File: config.mk
export PLATFORM = sky130hd
export DESIGN_NAME = dmem_bus_ctrl
export DESIGN_NICKNAME = d
export VERILOG_FILES = /design/src/rtl/dmem_bus_pkg.sv /design/src/rtl/bus_timeout_cnt.sv /design/src/rtl/dmem_bus_ctrl.sv
export SDC_FILE = /design/constraint.sdc
export NUM_CORES = 1
export LEC_CHECK = 0
export BUFFER_PORTS_ARGS = -buffer_cell sky130_fd_sc_hd__clkbuf_2
export CAP_MARGIN = 20
export CORE_MARGIN = 2
export CORE_UTILIZATION = 45
export CTS_BUF_LIST = sky130_fd_sc_hd__clkbuf_8
export CTS_CLUSTER_SIZE = 10
export DETAILED_ROUTE_END_ITERATION = 12
export GPL_ROUTABILITY_DRIVEN = 0
export HOLD_SLACK_MARGIN = 0.15
export PLACE_DENSITY = 0.78
export SETUP_SLACK_MARGIN = 0.05
export SLEW_MARGIN = 20
export SYNTH_ARGS = -nofsm -noshare
export SYNTH_HDL_FRONTEND = slang
export SYNTH_SLANG_ARGS = --single-unit
File: constraint.sdc
create_clock -name clk -period 1.7 [get_ports clk]
set_input_delay 0 -clock clk [delete_from_list [all_inputs] [get_ports clk]]
set_output_delay 0 -clock clk [all_outputs]
set_load 0.02 [all_outputs]
File: src/rtl/dmem_bus_pkg.sv
// Shared definitions for the MEM-stage data-memory bus controller:
// FSM state encoding, the default read-error pattern, the word-align mask
// and the width of the bus timeout counter.
package dmem_bus_pkg;

  typedef enum logic [1:0] {
    IDLE = 2'd0,
    WAIT = 2'd1,
    RESP = 2'd2
  } state_t;

  localparam logic [31:0] ERR_RDATA_DEF = 32'hDEAD_BEEF;
  localparam logic [31:0] WORD_MASK     = 32'hFFFF_FFFC;
  localparam int          CNT_W         = 8;

  // Clear the byte-offset bits so the bus only ever sees word addresses.
  function automatic logic [31:0] word_align(input logic [31:0] addr);
    return addr & WORD_MASK;
  endfunction

endpackage

File: src/rtl/bus_timeout_cnt.sv
// Clear/enable wait-cycle counter. tc is high in the enabled cycle whose
// increment would make the count reach LIMIT, i.e. in the LIMIT-th
// consecutive enabled cycle, so the owner can abort at the end of it.
module bus_timeout_cnt
  import dmem_bus_pkg::*;
#(
  parameter int unsigned LIMIT = 255
) (
  input  logic clk,
  input  logic rst_n,
  input  logic clr,
  input  logic en,
  output logic tc
);

  localparam logic [CNT_W-1:0] LAST = CNT_W'(LIMIT - 1);

  logic [CNT_W-1:0] cnt;

  // Count enabled cycles; clear has priority so a new wait starts at zero.
  // NOTE: state registers use non-blocking assignments so every flop samples
  // pre-edge values regardless of block evaluation order.
  always_ff @(posedge clk or negedge rst_n) begin
    if (!rst_n)      cnt <= '0;
    else if (clr)    cnt <= '0;
    else if (en)     cnt <= cnt + CNT_W'(1);
  end

  assign tc = en & (cnt == LAST);

endmodule

File: src/rtl/dmem_bus_ctrl.sv
// MEM-stage data-memory controller: turns memreadM/memwriteM into a single
// outstanding req/ready bus transfer, stalls the pipeline while it is
// pending, drops misaligned word accesses and aborts on bus timeout.
// Optional build macro DMEM_WRITE_BUFFER_EN adds a 1-entry posted write
// buffer so aligned stores do not stall the core.
module dmem_bus_ctrl
  import dmem_bus_pkg::*;
#(
  parameter int unsigned TIMEOUT_CYC = 255,
  parameter logic [31:0] ERR_RDATA   = ERR_RDATA_DEF
) (
  input  logic        clk,
  input  logic        rst,
  input  logic        memreadM,
  input  logic        memwriteM,
  input  logic [31:0] addrM,
  input  logic [31:0] wdataM,
  output logic [31:0] rdataM,
  output logic        stallM,
  output logic        addr_err,
  output logic        bus_err,
  output logic        bus_req,
  output logic        bus_we,
  output logic [31:0] bus_addr,
  output logic [31:0] bus_wdata,
  input  logic        bus_ready,
  input  logic [31:0] bus_rdata
);

`ifdef DMEM_WRITE_BUFFER_EN
  localparam bit WB_EN = 1'b1;
`else
  localparam bit WB_EN = 1'b0;
`endif

  state_t state, state_nxt;

  logic access, is_write, is_load, aligned;
  logic done, tmo, cnt_en, cnt_tc;
  logic start, post, misalign, stall_c;
  logic wb_busy;

  // Both strobes high is illegal from the core; the store wins.
  assign access   = memreadM | memwriteM;
  assign is_write = memwriteM;
  assign is_load  = memreadM & ~memwriteM;
  assign aligned  = (addrM[1:0] == 2'b00);

  // A ready while no request is outstanding is not a completion.
  assign done   = bus_req & bus_ready;
  assign cnt_en = (state == WAIT) | wb_busy;
  assign tmo    = cnt_tc & ~done;

  bus_timeout_cnt #(
    .LIMIT (TIMEOUT_CYC)
  ) u_tmo_cnt (
    .clk   (clk),
    .rst_n (rst),
    .clr   (~cnt_en),
    .en    (cnt_en),
    .tc    (cnt_tc)
  );

  // Next-state and per-cycle control decode.
  // NOTE: every always_comb output gets a default first so no path can
  // leave it unassigned and infer a latch.
  always_comb begin
    state_nxt = state;
    start     = 1'b0;
    post      = 1'b0;
    misalign  = 1'b0;
    stall_c   = 1'b0;
    case (state)
      IDLE: begin
        if (access) begin
          if (wb_busy) begin
            stall_c = 1'b1;
          end else if (!aligned) begin
            misalign = 1'b1;
          end else if (is_write && WB_EN) begin
            post = 1'b1;
          end else begin
            start     = 1'b1;
            stall_c   = 1'b1;
            state_nxt = WAIT;
          end
        end
      end
      WAIT: begin
        stall_c = 1'b1;
        if (done || tmo) state_nxt = RESP;
      end
      RESP:    state_nxt = IDLE;
      default: state_nxt = IDLE;
    endcase
  end

  // Reset also forces the stall low so the core is never held in reset.
  assign stallM = rst & stall_c;

  // State register.
  always_ff @(posedge clk or negedge rst) begin
    if (!rst) state <= IDLE;
    else      state <= state_nxt;
  end

  // Bus request channel: launched from IDLE, held until completion/abort.
  always_ff @(posedge clk or negedge rst) begin
    if (!rst) begin
      bus_req   <= 1'b0;
      bus_we    <= 1'b0;
      bus_addr  <= '0;
      bus_wdata <= '0;
    end else if (start || post) begin
      bus_req   <= 1'b1;
      bus_we    <= is_write;
      bus_addr  <= word_align(addrM);
      bus_wdata <= wdataM;
    end else if (done || tmo) begin
      bus_req   <= 1'b0;
    end
  end

  // Posted-write occupancy; never set when the buffer is not built in.
  always_ff @(posedge clk or negedge rst) begin
    if (!rst)                          wb_busy <= 1'b0;
    else if (post)                     wb_busy <= 1'b1;
    else if (wb_busy && (done || tmo)) wb_busy <= 1'b0;
  end

  // Error pulses, each one cycle wide.
  always_ff @(posedge clk or negedge rst) begin
    if (!rst) begin
      addr_err <= 1'b0;
      bus_err  <= 1'b0;
    end else begin
      addr_err <= misalign;
      bus_err  <= tmo;
    end
  end

  // Load data register: holds until the next completed, dropped or aborted load.
  always_ff @(posedge clk or negedge rst) begin
    if (!rst) begin
      rdataM <= '0;
    end else if (misalign && is_load) begin
      rdataM <= '0;
    end else if (state == WAIT && !bus_we) begin
      if (done)     rdataM <= bus_rdata;
      else if (tmo) rdataM <= ERR_RDATA;
    end
  end

endmodule

## Yosys cells after proc, flatten, opt, wreduce, memory -nomap -nowiden

Cells that the tools add are included.
Widths: inputs -> output; s select.

| word-level totals | value |
|---|---|
| register bits | 108 |
| bits of input ports | 101 |
| logic and storage cells | 52 |

| cells by class | value |
|---|---|
| $add $sub $neg | 1 |
| mux-type cells | 18 |
| bitwise gates (word level) | 8 |
| reductions and logical operators | 11 |
| eq/ne operators | 5 |

Operator list:

| cell | number |
|---|---|
| $mux 32 | 4 |
| $add 8x1->8 const B | 1 |
| $eq 8x8->1 const B | 1 |
| $mux 1 | 8 |
| $mux 8 | 1 |
| $mux 2 | 3 |
| $and 1x1->1 | 5 |
| $logic_not 2->1 | 2 |
| $ne 2x2->1 const B | 2 |
| $pmux 2 s2 | 1 |
| $reduce_bool 2->1 | 2 |
| $reduce_and 3->1 | 1 |
| $reduce_bool 3->1 | 1 |
| $eq 2x1->1 const B | 1 |
| $logic_and 1x1->1 | 2 |
| $ne 2x1->1 const B | 1 |
| $not 1->1 | 2 |
| $pmux 1 s2 | 1 |
| $reduce_and 2->1 | 1 |
| $logic_not 1->1 | 1 |
| $logic_or 1x1->1 | 1 |
| $or 1x1->1 | 1 |

## Longest topological paths before layout

| logic depth | value |
|---|---|
| depth after elaboration | 7 |
| mapped depth | 7 |
| gate-level depth less buffers | 6 |

## Modules after synthesis

A second synthesis with hierarchy kept.

| second synthesis, totals | value |
|---|---|
| cell total of the unflattened synthesis | 347 |
| area total of the unflattened synthesis | 4436.8 sq um |

Modules (own cells, without submodules):

| module | cells each | area each (sq um) | times used |
|---|---|---|---|
| dmem_bus_ctrl | 306 | 4025.1 | 1 |
| bus_timeout_cnt | 41 | 411.6 | 1 |

## Worst setup path after synthesis

OpenSTA, ideal clock, no wires.

| timing path | value |
|---|---|
| path type | register -> register |
| start point | register state[1] |
| end point | register rdataM[14] |
| slack | 0.231 ns |
| library setup time | 0.122 ns |
| cell stages (with the launch flop) | 7 |
| required time | 1.578 ns |
| data arrival time | 1.347 ns |
| cell sequence | dfrtp_1 and2b_1 nand2b_1 buf_2 o21bai_4 buf_6 a32o_1 |

| on the way | value |
|---|---|
| cells in the longest elaborated chain, start to end | 5 |

Ends and longest elaborated chain:

| element | line | text |
|---|---|---|
| start, declared | dmem_bus_ctrl.sv:36 | `state_t state, state_nxt;` |
| start signal, assigned | dmem_bus_ctrl.sv:104 | `else state <= state_nxt;` |
| $eq 2x1->1 or $logic_not 2->1 (tied branches) | dmem_bus_ctrl.sv:51, dmem_bus_ctrl.sv:148, dmem_bus_ctrl.sv:73 |  |
| $and 1x1->1 or $mux 1 (tied branches) | bus_timeout_cnt.sv:29, dmem_bus_ctrl.sv:73 |  |
| $and 1x1->1 or $logic_and 1x1->1 (tied branches) | dmem_bus_ctrl.sv:52, dmem_bus_ctrl.sv:146 |  |
| $reduce_bool 3->1 (no source line) or $reduce_bool 2->1 (tied branches) | - |  |
| $reduce_and 2->1 (no source line) | - |  |
| end signal, assigned | dmem_bus_ctrl.sv:149 | `if (done) rdataM <= bus_rdata;` |
| end, declared | dmem_bus_ctrl.sv:18 | `output logic [31:0] rdataM,` |

Several ways; a longest one is shown, not always the timed one.
A chain may end at the register's enable or synchronous reset.

## Final worst setup path

| timing path | value |
|---|---|
| start point | input memwriteM |
| end point | register bus_wdata[31] |

| on the way | value |
|---|---|
| cells in the longest elaborated chain, start to end | 3 |

Ends and longest elaborated chain:

| element | line | text |
|---|---|---|
| start, declared | dmem_bus_ctrl.sv:15 | `input logic memwriteM,` |
| $or 1x1->1 | dmem_bus_ctrl.sv:44 | `assign access = memreadM \| memwriteM;` |
| $mux 1 | dmem_bus_ctrl.sv:75 | `if (access) begin` |
| $mux 1 | dmem_bus_ctrl.sv:73 | `case (state)` |
| end signal, assigned | dmem_bus_ctrl.sv:118 | `bus_wdata <= wdataM;` |
| end, declared | dmem_bus_ctrl.sv:25 | `output logic [31:0] bus_wdata,` |

Every way passes these cells.

==> report_table.html <==
<table>
<tr><th>Metric</th><th>Value</th></tr>
<tr><th colspan="2">Synthesis</th></tr>
<tr><td>Compound-Gate Fraction of Synth Area</td><td>6.27%</td></tr>
<tr><td>Adder-cell share of the synthesized area</td><td>0.592%</td></tr>
<tr><td>Top cell type's share of synthesized area</td><td>roughly 64%</td></tr>
<tr><td>Post-synthesis instance area</td><td>4230 sq um</td></tr>
<tr><td>Synth Area in Simple Gates</td><td>9.08%</td></tr>
<tr><td>Main combinational cell family by area after synthesis</td><td>multiplexers</td></tr>
<tr><td>Largest cells by area after synthesis</td><td>sky130_fd_sc_hd__dfrtp_1, sky130_fd_sc_hd__mux2_2, sky130_fd_sc_hd__a21oi_1</td></tr>
<tr><td>Synth Area in XOR/XNOR</td><td>0.828%</td></tr>
<tr><td>Multiplexer share of the synthesized area</td><td>between 15 and 20%</td></tr>
<tr><td>Count of different cell masters after synthesis</td><td>33</td></tr>
<tr><td>Per-instance average area after synthesis</td><td>13.2 sq um</td></tr>
<tr><td>Synth Warn #</td><td>0</td></tr>
<tr><td>Number of cells produced by synthesis</td><td>321</td></tr>
<tr><td>Part of the Yosys area used for sequential elements</td><td>63.9%</td></tr>
<tr><td>Most area-hungry cell type in the Yosys netlist</td><td>sky130_fd_sc_hd__dfrtp_1</td></tr>
<tr><td>Number of flip-flops and latches in the synthesized netlist</td><td>108</td></tr>
<tr><th colspan="2">Timing</th></tr>
<tr><td>Post-route setup TNS</td><td>0 ns</td></tr>
<tr><td>Setup repair after global routing missed its margin</td><td>no</td></tr>
<tr><td>Worst Tran Pin Value</td><td>around 0.56 ns</td></tr>
<tr><td>Shortest period the worst path allows</td><td>1.58 ns</td></tr>
<tr><td>Number of failing setup endpoints in the final timing report</td><td>0</td></tr>
<tr><td>Worst Hold Margin</td><td>0.268 ns</td></tr>
<tr><td>Final hold violation count</td><td>0</td></tr>
<tr><td>Max-slew violation total from the final report</td><td>0</td></tr>
<tr><td>Post-route clock skew</td><td>0.0150 ns</td></tr>
<tr><td>Maximum operating frequency</td><td>635 MHz</td></tr>
<tr><td>Share of the cycle needed by the critical path after routing</td><td>92.7%</td></tr>
<tr><td>Worst slew slack as a fraction of its limit</td><td>62.9%</td></tr>
<tr><th colspan="2">Setup path</th></tr>
<tr><td>Category of the critical setup timing path</td><td>in2reg</td></tr>
<tr><td>Endpoint required time on the critical path</td><td>1.93 ns</td></tr>
<tr><td>Worst-path maximum fanout</td><td>38</td></tr>
<tr><td>Element type at the critical path end</td><td>flip-flop</td></tr>
<tr><td>CP Data Arrival Time</td><td>1.81 ns</td></tr>
<tr><td>Worst Setup Start Kind</td><td>input pin</td></tr>
<tr><th colspan="2">Power and ir drop</th></tr>
<tr><td>Sw power</td><td>4200 uW</td></tr>
<tr><td>Static Leak</td><td>0.00329 uW</td></tr>
<tr><td>Relative contribution of the clock network to total power</td><td>roughly 15%</td></tr>
<tr><td>Power share of the combinational group</td><td>44.0%</td></tr>
<tr><td>Internal Dissipation</td><td>6330 uW</td></tr>
<tr><td>Worst ir drop on vdd</td><td>0.765 mV</td></tr>
<tr><td>Net Sw Frac</td><td>between 30% and 40%</td></tr>
<tr><td>Power after layout</td><td>10,500 uW</td></tr>
<tr><td>Fraction of power consumed by sequential logic</td><td>40.6%</td></tr>
<tr><td>Cell Pwr Density</td><td>1590 nW/um^2</td></tr>
<tr><th colspan="2">Floorplanning</th></tr>
<tr><td>Die height</td><td>101 microns</td></tr>
<tr><td>Starting density of the core</td><td>46.0%</td></tr>
<tr><td>Std cell rows</td><td>35</td></tr>
<tr><td>Core footprint</td><td>9200 sq um</td></tr>
<tr><td>Number of top-level pins</td><td>202</td></tr>
<tr><td>Die W</td><td>between 100 and 150 microns</td></tr>
<tr><td>DIE AREA</td><td>10,200 sq um</td></tr>
<tr><th colspan="2">Layout</th></tr>
<tr><td>Multi-input logic area</td><td>1450 sq um</td></tr>
<tr><td>Nets</td><td>728</td></tr>
<tr><td>Commonest non-fill, non-tap cell in the layout</td><td>sky130_fd_sc_hd__clkbuf_2</td></tr>
<tr><td>Leading cell types in the layout, fill and taps excluded</td><td>sky130_fd_sc_hd__clkbuf_2, sky130_fd_sc_hd__dfrtp_1, sky130_fd_sc_hd__dlygate4sd3_1, sky130_fd_sc_hd__mux2_2, sky130_fd_sc_hd__a21oi_1</td></tr>
<tr><td>Area growth syn-to-layout</td><td>57.1%</td></tr>
<tr><td>Final core utilization</td><td>72.3%</td></tr>
<tr><td>Sequential cell area</td><td>2700 sq um</td></tr>
<tr><td>Ratio of cells with drive above 1 in the final layout</td><td>46.8%</td></tr>
<tr><td>Layout fillers</td><td>~600</td></tr>
<tr><td>Non-filler cells in the finished layout</td><td>741</td></tr>
<tr><td>Antenna cells</td><td>0</td></tr>
<tr><th colspan="2">Global routing</th></tr>
<tr><td>First-pass GRT wire length</td><td>18,600 microns</td></tr>
<tr><td>Largest net degree at the start of global routing</td><td>109</td></tr>
<tr><td>Remaining global-route overflow</td><td>0</td></tr>
<tr><td>Number of global-route vias before repair</td><td>3,856</td></tr>
<tr><td>Antenna violations before repair</td><td>0</td></tr>
<tr><td>Total global routing track utilization</td><td>23.2%</td></tr>
<tr><td>Met1 track demand over resource in global routing</td><td>around 27%</td></tr>
<tr><td>Layer carrying the most global-route usage</td><td>met2</td></tr>
<tr><td>Global-route met3 utilization</td><td>under 10%</td></tr>
<tr><td>Met2 demand-to-capacity share in global routing</td><td>41.9%</td></tr>
<tr><th colspan="2">Clocking</th></tr>
<tr><td>Clock Latency Late Sink</td><td>0.35 ns</td></tr>
<tr><td>Setup fix buffers added after clock tree synthesis</td><td>0</td></tr>
<tr><td>TritonCTS buffer count</td><td>9</td></tr>
<tr><td>Deepest level of the CTS H-tree</td><td>3</td></tr>
<tr><td>Clk Tree Root Cell</td><td>sky130_fd_sc_hd__clkbuf_8</td></tr>
<tr><td>Buffer depth of the longest clock path</td><td>2</td></tr>
<tr><td>Clock sink count</td><td>108</td></tr>
<tr><td>Clock tree from TritonCTS</td><td>built</td></tr>
<tr><td>Clock-pin slew on the worst setup and hold paths</td><td>0.11 ns</td></tr>
<tr><th colspan="2">Detailed routing</th></tr>
<tr><td>Starting DRT DRC Count</td><td>146</td></tr>
<tr><td>Mean routed wirelength per cell</td><td>16.0 microns</td></tr>
<tr><td>Residual antenna-violating net count after detailed routing</td><td>0</td></tr>
<tr><td>Number of detailed-route iterations in the first pass</td><td>4</td></tr>
<tr><td>Drt total wl</td><td>around 12,000 microns</td></tr>
<tr><td>Vias per cell</td><td>4.96</td></tr>
<tr><td>DR vias</td><td>~3,700</td></tr>
<tr><td>DRC violation count after routing</td><td>0</td></tr>
<tr><th colspan="2">Place</th></tr>
<tr><td>DP Cell Count</td><td>between 600 and 700</td></tr>
<tr><td>Post-DP HPWL</td><td>7050 microns</td></tr>
<tr><td>Number of buffers inserted by port buffering</td><td>roughly 200</td></tr>
<tr><th colspan="2">Job</th></tr>
<tr><td>Count of maximum capacitance violations</td><td>0</td></tr>
<tr><th colspan="2">Hold path</th></tr>
<tr><td>Hold WC Path Type</td><td>in2async</td></tr>
<tr><th colspan="2">Outcome</th></tr>
<tr><td>Status</td><td>finished, final reports clean</td></tr>
</table>
## cell usage after synthesis
library cell,n
sky130_fd_sc_hd__clkbuf_1,8
sky130_fd_sc_hd__nor3_2,1
sky130_fd_sc_hd__conb_1,1
sky130_fd_sc_hd__nor3_1,25
sky130_fd_sc_hd__buf_2,9
sky130_fd_sc_hd__and2_1,1
sky130_fd_sc_hd__o21ai_1,1
sky130_fd_sc_hd__o31ai_1,1
sky130_fd_sc_hd__nor4b_1,1
sky130_fd_sc_hd__mux2_2,63
sky130_fd_sc_hd__a22o_1,1
sky130_fd_sc_hd__a21oi_1,27
sky130_fd_sc_hd__nand4_1,1
sky130_fd_sc_hd__and3_1,1
sky130_fd_sc_hd__dfrtp_1,108
sky130_fd_sc_hd__xor2_1,3
sky130_fd_sc_hd__nor3b_1,1
sky130_fd_sc_hd__nand2_1,26
sky130_fd_sc_hd__nand3_1,4
sky130_fd_sc_hd__buf_4,2
sky130_fd_sc_hd__xnor2_1,1
sky130_fd_sc_hd__a32o_1,8
sky130_fd_sc_hd__o21bai_4,1
sky130_fd_sc_hd__nand2_2,1
sky130_fd_sc_hd__nor4_1,2
sky130_fd_sc_hd__nand2b_1,2
sky130_fd_sc_hd__inv_1,1
sky130_fd_sc_hd__o21ai_0,2
sky130_fd_sc_hd__nor2_1,12
sky130_fd_sc_hd__ha_1,2
sky130_fd_sc_hd__and2b_1,1
sky130_fd_sc_hd__buf_6,1
sky130_fd_sc_hd__or3_1,2
## routing by layer
metal / wire length, microns / vias to the layer above / share of wire, %
met5: 0 / - / 0
met4: 178 / 0 / 1.5
met3: 908 / 18 / 7.7
met2: 6200 / 180 / 52
met1: 4560 / 1750 / 39
li1: - / 1726 / -
## cell type report
type                    instances  share of cell area [%]
multi-input cells             193                    21.8
clock buffers                  11                    2.28
well taps                     111                    2.09
clock inverters                 5                   0.885
inverters                       1                  0.0565
flip-flops and latches        108                    40.7
repair buffers                312                    32.3
## critical path, stage by stage
cell                            delay [ns]
sky130_fd_sc_hd__dlygate4sd3_1        0.55
sky130_fd_sc_hd__clkbuf_2             0.14
sky130_fd_sc_hd__nor2_1               0.22
sky130_fd_sc_hd__nor3_2               0.09
sky130_fd_sc_hd__nand2_2              0.09
sky130_fd_sc_hd__buf_6                0.30
sky130_fd_sc_hd__mux2_2               0.39
## what timing repair did
action	4_1_cts	5_1_grt
setup endpoints to repair	8	46
pin swaps	0	0
hold endpoints to repair	207	0
resized for setup	1	4
hold buffers	102	0
## kinds of logic (layout without fill, tap and decap cells)
group           count (synthesis)  in the layout
buf+inv                        21            329
fa+ha+maj                       2              2
xor+xnor                        4              4
mux                            63             63
other cells                     1              2
flops                         108            108
compound gates                 41             41
simple gates                   81             81
## worst paths after layout
path / from / end / slack [ns] / cells past startpoint
max in group asynchronous: rst / bus_wdata[23] / 1.00 / 3
max: memwriteM / bus_wdata[31] / 0.12 / 7
min: rst / bus_addr[28] / 0.27 / 3
max reg2reg: state[1] / rdataM[4] / 0.14 / 5
min reg2reg: bus_addr[19] / bus_addr[19] / 0.51 / 1
min in group clk: bus_rdata[20] / rdataM[20] / 0.40 / 3
## state kept, by name, summed over array words and instances, names as in the netlist
name           cells
bus_addr          30
bus_err            1
state              2
u_tmo_cnt.cnt      8
bus_req            1
bus_we             1
addr_err           1
rdataM            32
bus_wdata         32
## power by group through the flow
stage / Clock [uW] / Combinational [uW] / Sequential (uW)
detailed placement: 0 / 4400 / 4300
global route: 1770 / 4970 / 4400
CTS: 1670 / 4600 / 4250
floorplan: 0 / 1430 / 5560
global placement: 0 / 4300 / 4230
finish: 1620 / 4630 / 4280
## through the flow
stage                     setup WS, ns  instance area, sq um
after floorplan                  0.231                  4230
after global placement           0.163                  5390
after detailed placement        0.0151                  5390
after CTS                       0.0804                  6630
after global routing            0.0539                  6650
final                            0.125                  6650
(Power assumes the default switching activity.)
